===== config.mk =====
export PLATFORM = sky130hd
export DESIGN_NAME = bias_add
export DESIGN_NICKNAME = d
export VERILOG_FILES = /design/src/rtl/bias_add.sv
export SDC_FILE = /design/constraint.sdc
export NUM_CORES = 1
export LEC_CHECK = 0
export CAP_MARGIN = 10
export CORE_MARGIN = 3
export CORE_UTILIZATION = 40
export CTS_CLUSTER_DIAMETER = 30
export DETAILED_ROUTE_END_ITERATION = 8
export PLACE_DENSITY = 0.67
export SETUP_SLACK_MARGIN = 0.2
export SYNTH_ARGS = -nofsm -noshare
export SYNTH_HDL_FRONTEND = slang
export SYNTH_SLANG_ARGS = --single-unit

===== constraint.sdc =====
create_clock -name clk -period 0.8 [get_ports clk]
set_input_delay 0.16 -clock clk [delete_from_list [all_inputs] [get_ports clk]]
set_output_delay 0.16 -clock clk [all_outputs]
set_load 0.05 [all_outputs]

===== src/rtl/bias_add.sv =====
// Registered saturating bias adder: dn_data is sat(up_data + bias) one clock
// after the operands are presented. The binary point does not affect the math.
module bias_add #(
    parameter int NUM_WIDTH = 16
) (
    input  logic                 clk,
    input  logic                 rst_n,
    input  logic [NUM_WIDTH-1:0] bias,
    input  logic [NUM_WIDTH-1:0] up_data,
    output logic [NUM_WIDTH-1:0] dn_data
);

    localparam int MSB = NUM_WIDTH - 1;

    // The top two bits of the one-bit-wider sum differ only on overflow, and
    // the top bit then gives the direction of the clamp.
    function automatic logic [NUM_WIDTH-1:0] sat_sum(input logic [NUM_WIDTH:0] s);
        logic [NUM_WIDTH-1:0] r;
        if (s[NUM_WIDTH] != s[NUM_WIDTH-1]) begin
            if (s[NUM_WIDTH]) begin
                r = {1'b1, {(NUM_WIDTH-1){1'b0}}};
            end else begin
                r = {1'b0, {(NUM_WIDTH-1){1'b1}}};
            end
        end else begin
            r = s[NUM_WIDTH-1:0];
        end
        return r;
    endfunction

    logic [NUM_WIDTH:0]   sum_s;
    logic [NUM_WIDTH-1:0] sat_s;
    logic [NUM_WIDTH-1:0] dn_data_r;

    // Sign-extended sum followed by the saturation clamp.
    always_comb begin
        sum_s = {up_data[MSB], up_data} + {bias[MSB], bias};
        sat_s = sat_sum(sum_s);
    end

    // The result register is the only state in the block.
    always_ff @(posedge clk or negedge rst_n) begin
        if (!rst_n) begin
            dn_data_r <= {NUM_WIDTH{1'b0}};
        end else begin
            dn_data_r <= sat_s;
        end
    end

    assign dn_data = dn_data_r;

endmodule


Word-level counts from Yosys, hierarchy flattened
Cells that the tools add are included.
W data, S select, Z words.
Word-level totals
  word-level logic and storage cells: 5
  bits of input ports: 34
  bits in registers: 16
Cells by class
  multiplexer cells: 2
  equality and inequality tests: 1
  add/subtract/negate cells: 1
Operators with widths (count)
  $mux W16: 2
  $add A16 B16 Y17: 1
  $ne A1 B1 Y1: 1

Longest topological paths before layout
  depth in word-level cells: 3
  gate-level depth with buffers: 12

Worst setup path after synthesis
No wires, ideal clock.
  path type: input-to-reg
  start point: input bias[0]
  end point: register dn_data_r[8] (netlist: dn_data[8])
  arrival time: 2178 ps
  path slack: -1457 ps
  cell stages on the path: 12
  setup time: 79 ps
  cells stage by stage: ha_1 > inv_1 > fa_1 > nand2b_1 > a21oi_2 > o211a_4 > o211ai_4 > and2_4 > buf_6 > buf_8 > maj3_2 > mux2i_1
Between the ends
  word-level cells in the longest chain between the ends: 3
Ends and longest elaborated chain
  start, declared: line 8  | input logic [NUM_WIDTH-1:0] bias,
  $add A16 B16 Y17 *: line 37  | sum_s = {up_data[MSB], up_data} + {bias[MSB], bias};
  $mux W16 / $ne A1 B1 Y1 (equally long branches): line 20, 19
  $mux W16 *: line 19  | if (s[NUM_WIDTH] != s[NUM_WIDTH-1]) begin
  named net sat_s[8]: line 32  | logic [NUM_WIDTH-1:0] sat_s;
  end signal, assigned: line 44  | dn_data_r <= {NUM_WIDTH{1'b0}};
  end signal, assigned: line 46  | dn_data_r <= sat_s;
  end, declared: line 33  | logic [NUM_WIDTH-1:0] dn_data_r;
Mark *: on every way through the listed nets, which the timed path passes. The rest lies on a longest branch.

Worst setup path in the final report
  start point: input up_data[0]
  end point: register dn_data_r[4] (netlist: dn_data[4])
Between the ends
  word-level cells in the longest chain between the ends: 3
Ends and longest elaborated chain
  start, declared: line 9  | input logic [NUM_WIDTH-1:0] up_data,
  $add A16 B16 Y17 *: line 37
  $mux W16 / $ne A1 B1 Y1 (equally long branches): line 20, 19
  $mux W16 *: line 19
  named net sat_s[4]: line 32
Marks and branches as above.

==> impl_metrics.json <==
{
  "clockBufferDepth": 2,
  "seqCellArea_um2": 415,
  "totalWireLength_mm": 5.82,
  "cts.sink_count": 16,
  "yosysUniqueCellTypes": 54,
  "fin_crit_sh": 2.42,
  "antenna_found_initial": 0,
  "cts-root-buf": "clkbuf_8",
  "startpoint": "up_data[0]",
  "drtIter0Drc": 113,
  "dp.cells": 333,
  "vias": 2033,
  "drv_slew": 0,
  "syn_to_final_growth_pct": 95.2,
  "crit_arrival_ns": 2.07,
  "avgViaCountPerCell": 5.68,
  "antenna_cells": 0,
  "grt_pass1_wl_mm": 9.11,
  "io_buffer_count": 49,
  "crit_fanout": 7,
  "avgSynthCellArea_um2": 8.78,
  "cp-end-kind": "flip-flop",
  "cts_max_level": 1,
  "failed_checks": "negative setup slack",
  "globalplace.congestion": 0.878,
  "die_area_um2": 5250,
  "yosysTopAreaCell": "dfrtp_1",
  "worstSetupStartpointType": "primary input",
  "yosysTopAreaCellShare": 0.227,
  "num_io_pins": 50,
  "power.density_nw_per_um2": 1760,
  "stdcell_area_um2": 3450,
  "yosysWarnings": 0,
  "clk_pin_slew_worst_paths_ns": 0.06,
  "drtPass1Iterations": 4,
  "cts_inserted_buffers": 3,
  "layout_setup_ws_ns": -1.13,
  "grt_start_max_net_pins": 17,
  "synth_area_um2": 1770,
  "cts_tree": "yes",
  "fin_crit_ns": 1.93,
  "core_area_um2": 4120,
  "cap_viol_max_count": 0,
  "fin_cells": 358,
  "synth_flop_cell": "dfrtp_1",
  "yosysMostFrequentCell": "nand2_1",
  "async_flop_share": 1.00,
  "multi_input_area_um2": 1720,
  "rsz0062_at_grt": "yes",
  "hold_viol_final": 0,
  "placed_area_um2": 2890,
  "layout-drive-gt1-share": 0.643,
  "synthTopCellsByCount": "nand2_1 (18), dfrtp_1 (16), ha_1 (16), maj3_1 (14), a21oi_1 (13)",
  "hpwl_mm": 3.75,
  "overflow": 0,
  "path_class": "in2reg",
  "power.leakage_nw": 1.46,
  "die_y_um": 72.4,
  "ys_seq_area_frac": 0.227,
  "vdd_drop_max_mv": 0.994,
  "synth_fp_nets": 252,
  "grt_usage": 0.217,
  "die_x_um": 72.4,
  "grt_pass1_vias": 2019,
  "ys_ff_latch": 16,
  "holdCritPathClass": "in2async",
  "synth_edf_count": 0,
  "drtAntennaViolNets": 0,
  "wl_per_cell_um": 16.3,
  "worst_pin_slew_ns": 0.356,
  "nets": 360,
  "finalPower_w": 0.00607,
  "slew-limit-headroom": 0.761,
  "finalSetupViolCount": 32,
  "rows": 23,
  "whs_ns": 0.239,
  "fill_cells": 203,
  "start_util": 0.429,
  "synth_area_leaders": "dfrtp_1 (23%), ha_1 (11%), maj3_1 (7.9%)",
  "drc_errors": 0,
  "outcome": "finished with violations",
  "largest_reg_flops": 16,
  "netlist_instances": 201,
  "timing.fmax_ghz": 0.517,
  "cp.required_ns": 0.94
}
critical path, stage by stage:
cell and delay (ns):
buf_6 0.10, ha_4 0.16, buf_6 0.12, a211oi_4 0.34, nor3_4 0.07, o2111ai_2 0.22, a31oi_1 0.11, buf_4 0.19
buf_6 0.12, nor2_4 0.21, a211oi_2 0.05, a31o_2 0.23
through the flow:
| stage | TNS, ns | setup WS (ns) | util |
|---|---|---|---|
| final | -19.54 | -1.13 | 0.837 |
| after global routing | -20.90 | -1.19 | 0.837 |
| after CTS | -18.65 | -1.07 | 0.811 |
| after detailed placement | -27.98 | -1.87 | 0.701 |
| after global placement | -27.46 | -1.86 | 0.701 |
| after floorplan | -19.29 | -1.30 | - |
what timing repair did:
item,CTS,global route
pin swaps,63,35
gates cloned,1,0
hold buffers,0,0
gates resized for setup,155,28
endpoints found under the hold margin,0,0
setup endpoints to repair,32,32
buffers inserted,12,8
placed cells by master, fill, tap and decap left out, drive strengths merged, types with 2 or more instances in the layout:
| cell type | count |
|---|---|
| a211o | 2 |
| a211oi | 6 |
| a21o | 5 |
| a21oi | 14 |
| a31o | 2 |
| a31oi | 2 |
| and2 | 2 |
| buf | 92 |
| clkbuf | 10 |
| clkdlybuf4s15 | 4 |
| clkdlybuf4s50 | 5 |
| dfrtp | 16 |
| dlygate4sd2 | 5 |
| ha | 16 |
| inv | 10 |
| maj3 | 18 |
| mux2i | 7 |
| nand2 | 18 |
| nand2b | 2 |
| nand3 | 4 |
| nor2 | 12 |
| nor3 | 4 |
| o2111ai | 2 |
| o211ai | 7 |
| o21ai | 14 |
| o22ai | 2 |
| or3 | 2 |
| xnor2 | 3 |
| xor2 | 7 |
cell type report:
cell class,count,area share
timing repair buffer,112,0.336
multi-input combinational,166,0.498
tap,50,0.0182
clock buffer,4,0.0160
sequential,16,0.121
inverter,10,0.0116
how the worst max path moves through the flow:
stage               slack (ns)     endpoint
floorplan                -1.30  dn_data[10]
global placement         -1.86  dn_data[12]
global route             -1.19   dn_data[4]
finish                   -1.13   dn_data[4]
CTS                      -1.07   dn_data[6]
detailed placement       -1.87  dn_data[12]
cell families (layout without fill, tap and decap cells):
family,Yosys count,count (layout),synth area share
flops,16,16,0.227
compound gates,63,63,0.255
xor+xnor,10,10,0.0496
fa+ha+maj,35,35,0.230
mux,8,8,0.0461
simple gates,49,50,0.137
buf+inv,20,126,0.0560
per-layer routing:
metal,up-vias,track usage,share of wire
met1,980,0.257,0.40
met5,-,0,0
met2,81,0.412,0.54
met3,13,0.0111,0.045
met4,0,0.0779,0.021
li1,959,-,-
where the power goes:
group / internal [W] / switching, W
combinational: 0.00214 / 0.00203
sequential: 0.00104 / 0.000163
clock: 0.000437 / 0.000270
total: 0.00361 / 0.00246
Note: power is estimated with default switching activity, not from simulation.
